[src/rtl/uart_prog_loader.sv]
// ---------------------------------------------------------------------------
// uart_prog_loader
//
// Boot-time program loader that sits behind the UART receiver.
// The incoming byte stream has two parts:
//   - a 4-byte little-endian word-count header;
//   - the program words, each sent as 4 bytes, least significant byte first.
// Each completed word is written to instruction memory over a req/gnt port,
// starting at BASE_ADDR and counting upward.
//
// Ports
//   i_Clock      clock
//   rst_ni       asynchronous active-low reset
//   i_en         arm level; dropping it aborts a load or acknowledges done/err
//   i_rx_dv      one-cycle byte strobe from the UART receiver
//   i_rx_byte    received byte, valid with i_rx_dv
//   o_mem_req    memory write request, held until i_mem_gnt
//   o_mem_addr   word address of the write
//   o_mem_wdata  32-bit write data
//   i_mem_gnt    memory accepted the write this cycle
//   o_busy       loader is in HDR, DATA or WRITE
//   o_done       load complete (held until i_en drops)
//   o_err        0 none, 1 bad length, 2 overrun, 3 timeout (held until i_en drops)
//   o_word_cnt   number of words written so far
// ---------------------------------------------------------------------------
module uart_prog_loader #(
    parameter int ADDR_W    = 14,
    parameter int BASE_ADDR = 0,
    parameter int TO_W      = 24,
    parameter int TIMEOUT   = 2_000_000
) (
    input  logic              i_Clock,
    input  logic              rst_ni,
    input  logic              i_en,
    input  logic              i_rx_dv,
    input  logic [7:0]        i_rx_byte,
    output logic              o_mem_req,
    output logic [ADDR_W-1:0] o_mem_addr,
    output logic [31:0]       o_mem_wdata,
    input  logic              i_mem_gnt,
    output logic              o_busy,
    output logic              o_done,
    output logic [1:0]        o_err,
    output logic [ADDR_W:0]   o_word_cnt
);

    typedef enum logic [2:0] {
        S_IDLE,
        S_HDR,
        S_DATA,
        S_WRITE,
        S_DONE,
        S_ERR
    } state_t;

    localparam logic [1:0]        ERR_LEN     = 2'd1;
    localparam logic [1:0]        ERR_OVERRUN = 2'd2;
    localparam logic [1:0]        ERR_TIMEOUT = 2'd3;
    // Largest legal word count: the whole address space, one full wrap.
    localparam logic [31:0]       MAX_LEN     = 32'(1) << ADDR_W;
    localparam logic [TO_W-1:0]   TO_LIMIT    = TO_W'(TIMEOUT);
    localparam logic [ADDR_W-1:0] BASE        = ADDR_W'(BASE_ADDR);

    state_t            r_state;
    logic [31:0]       r_len;
    logic [31:0]       r_word;
    logic [1:0]        r_byte_cnt;
    logic [TO_W-1:0]   r_to_cnt;
    logic              r_to_run;      // timeout armed once the first header byte arrives
    logic [ADDR_W-1:0] r_addr;
    logic [ADDR_W:0]   r_word_cnt;
    logic              r_hold_valid;
    logic [7:0]        r_hold_byte;
    logic              r_overrun;
    logic              r_abort;       // i_en dropped while a handshake was pending
    logic              r_mem_req;
    logic [31:0]       r_mem_wdata;
    logic              r_done;
    logic [1:0]        r_err;

    logic [31:0]       w_len_shift;
    logic              w_len_bad;
    logic [31:0]       w_word_shift;
    logic [TO_W-1:0]   w_to_inc;
    logic              w_to_expired;
    logic              w_hold_any;
    logic              w_overrun_any;
    logic [7:0]        w_hold_byte;
    logic [ADDR_W:0]   w_word_cnt_inc;
    logic              w_last;

    // Bytes enter at the top and shift down, so after four strobes the
    // first byte received sits in bits [7:0] (little-endian).
    assign w_len_shift  = {i_rx_byte, r_len[31:8]};
    assign w_word_shift = {i_rx_byte, r_word[31:8]};

    // A single magnitude compare also rejects any length whose bits above
    // ADDR_W are set.
    assign w_len_bad    = (w_len_shift == 32'd0) || (w_len_shift > MAX_LEN);

    assign w_to_inc     = (r_to_cnt == {TO_W{1'b1}}) ? r_to_cnt : r_to_cnt + 1'b1;
    assign w_to_expired = (w_to_inc >= TO_LIMIT);

    // A strobe coinciding with the grant behaves as if it had been held
    // already, so no byte is lost at the WRITE -> DATA boundary.
    assign w_hold_any     = r_hold_valid | i_rx_dv;
    assign w_overrun_any  = r_overrun | (r_hold_valid & i_rx_dv);
    assign w_hold_byte    = r_hold_valid ? r_hold_byte : i_rx_byte;

    assign w_word_cnt_inc = r_word_cnt + 1'b1;
    assign w_last         = (32'(w_word_cnt_inc) == r_len);

    always_ff @(posedge i_Clock or negedge rst_ni) begin
        if (!rst_ni) begin
            r_state      <= S_IDLE;
            r_len        <= '0;
            r_word       <= '0;
            r_byte_cnt   <= '0;
            r_to_cnt     <= '0;
            r_to_run     <= 1'b0;
            r_addr       <= '0;
            r_word_cnt   <= '0;
            r_hold_valid <= 1'b0;
            r_hold_byte  <= '0;
            r_overrun    <= 1'b0;
            r_abort      <= 1'b0;
            r_mem_req    <= 1'b0;
            r_mem_wdata  <= '0;
            r_done       <= 1'b0;
            r_err        <= '0;
        end else begin
            case (r_state)
                S_IDLE: begin
                    if (i_en) begin
                        r_state      <= S_HDR;
                        r_len        <= '0;
                        r_byte_cnt   <= '0;
                        r_word_cnt   <= '0;
                        r_addr       <= BASE;
                        r_to_cnt     <= '0;
                        r_to_run     <= 1'b0;
                        r_hold_valid <= 1'b0;
                        r_overrun    <= 1'b0;
                        r_abort      <= 1'b0;
                        r_done       <= 1'b0;
                        r_err        <= '0;
                    end
                end

                S_HDR: begin
                    if (!i_en) begin
                        r_state <= S_IDLE;
                    end else if (i_rx_dv) begin
                        r_len      <= w_len_shift;
                        r_byte_cnt <= r_byte_cnt + 2'd1;
                        r_to_cnt   <= '0;
                        r_to_run   <= 1'b1;
                        if (r_byte_cnt == 2'd3) begin
                            if (w_len_bad) begin
                                r_state <= S_ERR;
                                r_err   <= ERR_LEN;
                            end else begin
                                r_state <= S_DATA;
                            end
                        end
                    end else if (r_to_run) begin
                        r_to_cnt <= w_to_inc;
                        if (w_to_expired) begin
                            r_state <= S_ERR;
                            r_err   <= ERR_TIMEOUT;
                        end
                    end
                end

                S_DATA: begin
                    if (!i_en) begin
                        r_state <= S_IDLE;
                    end else if (i_rx_dv) begin
                        r_word     <= w_word_shift;
                        r_byte_cnt <= r_byte_cnt + 2'd1;
                        r_to_cnt   <= '0;
                        if (r_byte_cnt == 2'd3) begin
                            r_state     <= S_WRITE;
                            r_mem_req   <= 1'b1;
                            r_mem_wdata <= w_word_shift;
                        end
                    end else begin
                        r_to_cnt <= w_to_inc;
                        if (w_to_expired) begin
                            r_state <= S_ERR;
                            r_err   <= ERR_TIMEOUT;
                        end
                    end
                end

                S_WRITE: begin
                    // Abort is deferred until the pending write is accepted.
                    if (!i_en) begin
                        r_abort <= 1'b1;
                    end
                    if (i_mem_gnt) begin
                        r_mem_req    <= 1'b0;
                        r_addr       <= r_addr + 1'b1;
                        r_word_cnt   <= w_word_cnt_inc;
                        r_hold_valid <= 1'b0;
                        r_overrun    <= 1'b0;
                        if (r_abort || !i_en) begin
                            r_state <= S_IDLE;
                        end else if (w_overrun_any) begin
                            r_state <= S_ERR;
                            r_err   <= ERR_OVERRUN;
                        end else if (w_last) begin
                            // Any held byte is surplus and silently dropped.
                            r_state <= S_DONE;
                            r_done  <= 1'b1;
                        end else begin
                            r_state <= S_DATA;
                            if (w_hold_any) begin
                                r_word     <= {w_hold_byte, r_word[31:8]};
                                r_byte_cnt <= 2'd1;
                            end else begin
                                r_byte_cnt <= 2'd0;
                            end
                        end
                    end else if (i_rx_dv) begin
                        if (r_hold_valid) begin
                            r_overrun <= 1'b1;
                        end else begin
                            r_hold_byte  <= i_rx_byte;
                            r_hold_valid <= 1'b1;
                        end
                    end
                    // Timeout is frozen here, but a strobe still restarts it.
                    if (i_rx_dv) begin
                        r_to_cnt <= '0;
                    end
                end

                S_DONE: begin
                    if (!i_en) begin
                        r_state <= S_IDLE;
                        r_done  <= 1'b0;
                    end
                end

                S_ERR: begin
                    if (!i_en) begin
                        r_state <= S_IDLE;
                        r_err   <= '0;
                    end
                end

                default: begin
                    r_state   <= S_IDLE;
                    r_mem_req <= 1'b0;
                end
            endcase
        end
    end

    assign o_mem_req   = r_mem_req;
    assign o_mem_addr  = r_addr;
    assign o_mem_wdata = r_mem_wdata;
    assign o_busy      = (r_state == S_HDR) || (r_state == S_DATA) || (r_state == S_WRITE);
    assign o_done      = r_done;
    assign o_err       = r_err;
    assign o_word_cnt  = r_word_cnt;

endmodule

[config.mk]
export PLATFORM = sky130hd
export DESIGN_NAME = uart_prog_loader
export DESIGN_NICKNAME = d
export VERILOG_FILES = /design/src/rtl/uart_prog_loader.sv
export SDC_FILE = /design/constraint.sdc
export NUM_CORES = 1
export LEC_CHECK = 0
export BUFFER_PORTS_ARGS = -buffer_cell sky130_fd_sc_hd__buf_2
export CORE_AREA = 2 2 121 123
export CTS_BUF_LIST = sky130_fd_sc_hd__clkbuf_16
export CTS_CLUSTER_DIAMETER = 80
export CTS_CLUSTER_SIZE = 14
export DETAILED_ROUTE_END_ITERATION = 16
export DIE_AREA = 0 0 123 125
export PLACE_DENSITY = 0.79
export SYNTH_ARGS = -nofsm -noshare
export SYNTH_HDL_FRONTEND = slang
export SYNTH_SLANG_ARGS = --single-unit
[constraint.sdc]
create_clock -name i_Clock -period 3.9 [get_ports i_Clock]
set_clock_uncertainty 0.2 [all_clocks]
set_input_delay 0.195 -clock i_Clock [delete_from_list [all_inputs] [get_ports i_Clock]]
set_output_delay 0.195 -clock i_Clock [all_outputs]
set_load 0.01 [all_outputs]
# Yosys cells after proc, flatten, opt, wreduce, memory -nomap -nowiden
# Cells that the tools add are included.
[totals] register_bits=170 input_bits=13 output_inout_bits=66 elab_cells=184
[op_classes] addsub=4 order_cmp=2 n_eq_ne=37 muxes=89 bitwise=5 reduce_logical=31
[op_table] cell="$mux W32" n=10
[op_table] cell="$mux W24" n=8
[op_table] cell="$pmux W32 S2" n=2
[op_table] cell="$pmux W24 S4" n=1
[op_table] cell="$mux W3" n=15
[op_table] cell="$mux W2" n=19
[op_table] cell="$ne A2 B2 Y1 const B" n=19
[op_table] cell="$eq A15 B32 Y1" n=1
[op_table] cell="$gt A32 B15 Y1 const B" n=1
[op_table] cell="$logic_not A32 Y1" n=1
[op_table] cell="$mux W15" n=2
[op_table] cell="$pmux W15 S2" n=1
[op_table] cell="$mux W14" n=2
[op_table] cell="$pmux W14 S2" n=1
[op_table] cell="$add A24 B1 Y24 const B" n=1
[op_table] cell="$eq A24 B24 Y1 const B" n=1
[op_table] cell="$ge A24 B21 Y1 const B" n=1
[op_table] cell="$mux W1" n=18
[op_table] cell="$reduce_and A8 Y1" n=2
[op_table] cell="$add A15 B1 Y15 const B" n=1
[op_table] cell="$ne A3 B3 Y1 const B" n=5
[op_table] cell="$pmux W3 S5" n=1
[op_table] cell="$add A14 B1 Y14 const B" n=1
[op_table] cell="$ne A4 B4 Y1 const B" n=3
[op_table] cell="other kinds (29)" n=51

# Logic depth before layout (Yosys ltp)
# Gate-level depths: netlist of run 1.
[logic_depth] ltp_word=8 depth_mapped=12 ltp_nobuf=9

# Worst setup path after synthesis of run 1
# OpenSTA, ideal clock, no wires.
[synth_path] path_type="register -> register" from="register r_word_cnt[0] (netlist: o_word_cnt[0])" to="register r_word[11]" setup_ns=0.125 arrival_ns=2.661 required_ns=3.575 path_slack_ns=0.915 path_stages_with_launch=13 path_buffers=3 period_less_slack_ns=2.985 cell_sequence="dfrtp_1 > ha_1 > buf_2 > and4_1 > buf_4 > a31oi_1 > o211ai_1 > o311ai_0 > nand4_1 > o211ai_2 > a221oi_4 > buf_6 > mux2_2"
[synth_via] elab_chain_len=4
[synth_rtl] item="start: declaration" line="71" text="logic [ADDR_W:0] r_word_cnt;"
[synth_rtl] item="start signal: assignment" line="204" text="r_word_cnt <= w_word_cnt_inc;"
[synth_rtl] item="$add A15 B1 Y15" line="110" text="assign w_word_cnt_inc = r_word_cnt + 1'b1;"
[synth_rtl] item="$eq A15 B32 Y1" line="111" text="assign w_last = (32'(w_word_cnt_inc) == r_len);"
[synth_rtl] item="$ne A2 B2 Y1 (no source line)"
[synth_rtl] item="$reduce_and A8 Y1 (no source line)"
[synth_rtl] item="end signal: assignment" line="179" text="r_word <= w_word_shift;"
[synth_rtl] item="end signal: assignment" line="219" text="r_word <= {w_hold_byte, r_word[31:8]};"
[synth_rtl] item="end: declaration" line="66" text="logic [31:0] r_word;"
# No other way between the ends.
# A chain may end at the register's enable or synchronous reset.

# Final worst setup path of run 1
[layout_path] from="register r_word_cnt[0] (netlist: o_word_cnt[0])" to="register r_word[12]"
# Same word-level chain as after synthesis.

==> results.cfg, run 1 <==
[global_routing]
grt_use_total_pct = 25.5
grtUsageMet3_pct = 5.29
grt_overflow = 0
top_usage_layer = met2
antenna_found_initial = 0
met1_usage_pct = 36.0
grt_max_degree = 106
grt_pass1_wl_mm = 31.5
use_met2_pct = 39.7
first_global_vias = 6360

[setup_path]
rr_endpoint = r_word[12]
critical_path_depth = 10
path_cells = ha_1, and4_1, nand4_1, a21o_1, a31oi_1, o21bai_1, o211ai_2, a221oi_4, buf_4, mux2_2
r2r_slack_ns = 0.35
critical_path_required_ns = 4.01
crit_path_top_delay_cell = and4_1
crit_end = r_word[12]
slowest_delay_ns = 0.51
worst-path-buf-inv = 1
worstReg2RegStart = o_word_cnt[0]
worstSetupStartpointType = register
critPathMaxFanout = 24
path_class = register to register
cp_top_family = compound AO/OA/AOI/OAI gates
end_kind = register
arrival_ns = 3.67
setup.worst_path.start = o_word_cnt[0]
r2r_cells = 10

[route]
num_vias = 6628
drt-total-wl_mm = 18.8
drtIter0Drc = 577
ant_nets = 0
vias_per_cell = 6.17
drc = 0
wl_per_cell_microns = 17.5
dr.pass1.iters = 5

[power_and_ir_drop]
max-vdd-ir-drop_mv = 0.355
p_sw_w = 0.00192
leakagePower_nw = 4.35
power.density_nw_per_um2 = 586
switching_share_pct = 34.7
seq_power_share_pct = 42.5
clkPwrFrac_pct = 29.4
power.share.combinational_pct = 28.1
p_int_w = 0.00361

[finish]
multi_input_area_sq_um = 3950
final_net_count = 895
seq_area_sq_um = 4050
area_growth_pct = 14.7
antenna_cells = 0
mostFrequentLayoutCells = dfrtp_1 (162), buf_2 (77), mux2_2 (73), nand2_1 (73), nor2_1 (61)
layout_commonest_cell = dfrtp_1
fill_cells = 1096
drive_gt1_share_pct = 23.2

[clocking]
post_cts.repair.setup_buffers = 0
clk_pin_slew_ns = 0.07
cts-buffers-inserted = 17
cts_resized = 0
cts_root_buf = clkbuf_16
cts_tree = done
insertion_delay_ns = 0.43
hold_buffers = 10
clk_path_buf_depth = 2
clock_sinks = 162
htreeDepth = 4

[timing]
period_minus_slack_ns = 3.55
clock.fmax_mhz = 281
setup_tns_ns = 0
setup_violations = 0
worstMarginPinSlew_ns = 1.11
rsz0062_at_grt = no
finalHoldViolCount = 0
post-route-period-util_pct = 91.1
setup_slack_ns = 0.346
max_slew_margin_pct = 25.9
slew_viol_final = 0
hold-worst-slack_ns = 0.0229

[min_path]
hold_path_class = input port to register

[yosys]
synthCells = 800
synth_fp_nets = 817
yosysWarnings = 0
syn_area_sq_um = 8220
yosysSeqAreaShare_pct = 49.3
synth-edff-count = 0
synthArstFlopShare_pct = 100
synth-main-ff-cell = dfrtp_1
ys_types = 71
syn_avg_cell_area_sq_um = 10.3
synth-seq-cells = 162

[floorplanning]
die_w_microns = 123
dieArea_sq_um = 15400
core_sq_um = 14200
die_height_microns = 125
ios = 79
rows = 44
start_util_pct = 57.9

[flow_run]
maxCapViolCount = 0

[placement]
gp_congestion = 0.914
port_buffers = 78
dp_hpwl_mm = 12.5
pre_cts_ws_ns = 0.366

[outcome]
outcome = finished, final reports clean
==> per-layer routing <==
metal  vias to the layer above  part of all wire [%]
met4                         0                   2.0
met1                      3235                    46
met5                         -                     0
met2                       235                    46
met3                        38                   5.6
li1                       3120                     -
==> final cells by class <==
type                    count  share of cell area [%]
flip-flops and latches    162                    43.0
multi-input cells         586                    41.9
repair buffers            100                    6.22
clock buffers              17                    4.51
well taps                 184                    2.44
clock inverters            15                    1.53
inverters                  11                   0.438
==> registers in the layout (all words and copies together), names as in the netlist <==
name / cells
o_mem_req: 1
r_hold_valid: 1
o_word_cnt: 15
o_err: 2
r_overrun: 1
r_to_run: 1
r_to_cnt: 24
o_mem_wdata: 32
r_len: 32
r_abort: 1
r_word: 24
r_state: 3
o_mem_addr: 14
o_done: 1
r_byte_cnt: 2
r_hold_byte: 8
==> synth_stat cells (3+ instances only) <==
library cell,number,area (sq um)
and3_1,8,50.1
clkbuf_1,30,113
o31ai_1,8,60.1
nor2b_1,7,43.8
mux2_2,73,822
and4_1,6,52.6
nand2_1,73,274
nor2_1,62,233
a211oi_1,3,22.5
a31oi_1,11,68.8
inv_1,11,41.3
a22o_1,34,298
ha_1,4,50.1
nand2b_1,10,62.6
buf_2,5,25.0
dfrtp_1,162,4050
o41ai_1,3,26.3
nand4_1,20,125
a21o_1,4,30.0
nand3_1,26,130
nor3_1,21,105
a21oi_1,38,190
or4_1,5,37.5
o22ai_1,3,18.8
and2_1,8,50.1
o211ai_1,5,37.5
nor4_1,8,50.1
or3_1,6,37.5
nor4_2,3,37.5
xor2_1,16,140
xnor2_1,16,140
o21ai_0,59,295
==> power groups by stage <==
| stage | sequential (W) | combinational (W) | clock, W |
|---|---|---|---|
| 5_1_grt | 0.00240 | 0.00172 | 0.00173 |
| 3_3_place_gp | 0.00234 | 0.00149 | 0 |
| 6_report | 0.00235 | 0.00155 | 0.00162 |
| 3_5_place_dp | 0.00236 | 0.00153 | 0 |
| 2_1_floorplan | 0.00227 | 0.00114 | 0 |
| 4_1_cts | 0.00234 | 0.00155 | 0.00165 |
==> tightest hold or removal path: cells and delay by family <==
family	cells	cell delay, ns
and+or+nand+nor	1	0.05
AOI/OAI and AO/OA	1	0.16
buffers and inverters	1	0.20
==> through the flow <==
stage / cell area [sq um] / cells / power (W) / util [%]
2_1_floorplan: 8220 / 800 / 0.00341 / -
3_3_place_gp: 8760 / 1033 / 0.00383 / 61.7
3_5_place_dp: 8760 / 1033 / 0.00389 / 61.7
4_1_cts: 9430 / 1075 / 0.00554 / 66.4
5_1_grt: 9430 / 1075 / 0.00585 / 66.4
6_report: 9430 / 1075 / 0.00552 / 66.4
==> how the worst min path moves through the flow <==
stage	from	end	slack (ns)	depth (start not counted)
2_1_floorplan	rst_ni	o_done	-0.30	0
3_3_place_gp	rst_ni	o_word_cnt[11]	0.17	1
3_5_place_dp	rst_ni	o_word_cnt[14]	0.18	1
4_1_cts	i_rx_dv	r_hold_valid	0.005	3
5_1_grt	i_rx_dv	r_hold_valid	0.03	3
6_report	i_rx_dv	r_hold_valid	0.02	3
==> kinds of logic after synthesis <==
group                      share of synthesized area, %
and+or+nand+nor                                    17.6
AOI/OAI and AO/OA                                  15.8
xor gates and xnor gates                           3.41
buffers and inverters                              2.74
muxes                                              10.5
adders and majority gates                         0.609
DFF                                                49.3
Power figures use the tool's default switching activity.
==> run 2: changes to the inputs <==
--- a/config.mk
+++ b/config.mk
@@ -6,13 +6,13 @@
 export NUM_CORES = 1
 export LEC_CHECK = 0
 export BUFFER_PORTS_ARGS = -buffer_cell sky130_fd_sc_hd__buf_2
-export CORE_AREA = 2 2 121 123
+export CORE_AREA = 2 2 147 149
 export CTS_BUF_LIST = sky130_fd_sc_hd__clkbuf_16
 export CTS_CLUSTER_DIAMETER = 80
 export CTS_CLUSTER_SIZE = 14
 export DETAILED_ROUTE_END_ITERATION = 16
-export DIE_AREA = 0 0 123 125
-export PLACE_DENSITY = 0.79
+export DIE_AREA = 0 0 149 151
+export SKIP_LAST_GASP = 1
 export SYNTH_ARGS = -nofsm -noshare
 export SYNTH_HDL_FRONTEND = slang
 export SYNTH_SLANG_ARGS = --single-unit
==> results.cfg, run 2 (synthesis results as in run 1) <==
[timing]
worstMarginPinSlew_ns = 1.11
post-route-period-util_pct = 86.4
setup_violations = 0
finalHoldViolCount = 0
clock.fmax_mhz = 297
max_slew_margin_pct = 25.9
rsz0062_at_grt = no
hold-worst-slack_ns = 0.137
slew_viol_final = 0
setup_tns_ns = 0
period_minus_slack_ns = 3.37

[clocking]
cts_tree = done
cts_root_buf = clkbuf_16
clock_sinks = 162
insertion_delay_ns = 0.43
cts-buffers-inserted = 17
htreeDepth = 4
clk_pin_slew_ns = 0.07
cts_resized = 0
clk_path_buf_depth = 2

[setup_path]
path_class = register to register
worstReg2RegStart = o_word_cnt[0]
r2r_cells = 11
critical_path_required_ns = 4.02
end_kind = register
rr_endpoint = r_word[18]
r2r_slack_ns = 0.53
worstSetupStartpointType = register
critPathMaxFanout = 24
arrival_ns = 3.49

[route]
dr.pass1.iters = 5
num_vias = 6450
drc = 0
ant_nets = 0
vias_per_cell = 5.53
drt-total-wl_mm = 18.9
drtIter0Drc = 539
wl_per_cell_microns = 16.2

[finish]
area_growth_pct = 16.6
mostFrequentLayoutCells = dfrtp_1 (162), buf_2 (77), mux2_2 (73), nand2_1 (73), nor2_1 (61)
fin_cells = 1166
fin_util_pct = 46.0
final_net_count = 895
antenna_cells = 0
drive_gt1_share_pct = 23.5
layout_commonest_cell = dfrtp_1
fin_area_sq_um = 9580

[floorplanning]
die_height_microns = 151
dieArea_sq_um = 22500
rows = 53
core_sq_um = 20800
die_w_microns = 149
start_util_pct = 39.5
ios = 79

[power_and_ir_drop]
power.density_nw_per_um2 = 579
max-vdd-ir-drop_mv = 0.341
leakagePower_nw = 4.35

[global_routing]
antenna_found_initial = 0
grt_max_degree = 95
first_global_vias = 5917
grt_use_total_pct = 17.2
grt_overflow = 0
grt_pass1_wl_mm = 30.9

[placement]
gp_congestion = 0.876
port_buffers = 78
dp_hpwl_mm = 12.6
placed_area_sq_um = 8880
place_inst = 1123

[min_path]
hold_path_class = input port to async pin

[flow_run]
maxCapViolCount = 0

[outcome]
outcome = finished, final reports clean
run 2: worst max-delay path by stage:
stage	from	to	slack [ns]	cells past startpoint
after global routing	o_word_cnt[0]	r_word[23]	0.26	11
after CTS	o_word_cnt[0]	r_word[9]	0.53	11
after floorplan	o_word_cnt[0]	r_word[11]	0.91	12
after global placement	o_word_cnt[0]	r_word[13]	0.59	11
after detailed placement	o_word_cnt[0]	r_word[18]	0.55	11
final	o_word_cnt[0]	r_word[18]	0.53	11
run 2: per-layer routing:
metal	vias to the layer above	GRT usage (%)	share of wire, %
met5	-	0	0
met1	3129	24.7	49
li1	3107	-	-
met4	0	5.48	1.2
met2	195	26.2	44
met3	19	3.46	5.7
run 2: report_power, final:
| part | leakage, nW | switching, W | internal [W] |
|---|---|---|---|
| logic | 1.87 | 0.000855 | 0.000696 |
| registers | 2.19 | 0.000317 | 0.00202 |
| clock network | 0.281 | 0.000797 | 0.000857 |
| total | 4.35 | 0.00197 | 0.00357 |
run 2: critical path, stage by stage (launching register included):
cell      delay, ns
dfrtp_1        0.47
ha_1           0.36
and4_1         0.34
buf_4          0.19
a31oi_1        0.09
o211ai_1       0.18
o311ai_0       0.15
nand4_1        0.18
o211ai_2       0.12
a221oi_4       0.24
buf_4          0.35
mux2_2         0.38
run 2: layout make-up:
type | instances | area (sq um)
clock inverters | 15 | 161
inverters | 11 | 41.3
flip-flops and latches | 162 | 4050
clock buffers | 17 | 425
repair buffers | 100 | 602
well taps | 275 | 344
multi-input cells | 586 | 3950
fillers | 1953 | 11200
run 2: stage by stage:
| step | setup WS [ns] | total power, W |
|---|---|---|
| after detailed placement | 0.550 | 0.00391 |
| after global routing | 0.263 | 0.00590 |
| after global placement | 0.593 | 0.00389 |
| after CTS | 0.527 | 0.00559 |
| after floorplan | 0.915 | 0.00341 |
| final | 0.531 | 0.00554 |
run 2: what timing repair did:
action / 4_1_cts / 5_1_grt
buffers inserted: 0 / 0
hold endpoints to repair: 101 / 0
hold buffers: 11 / 0
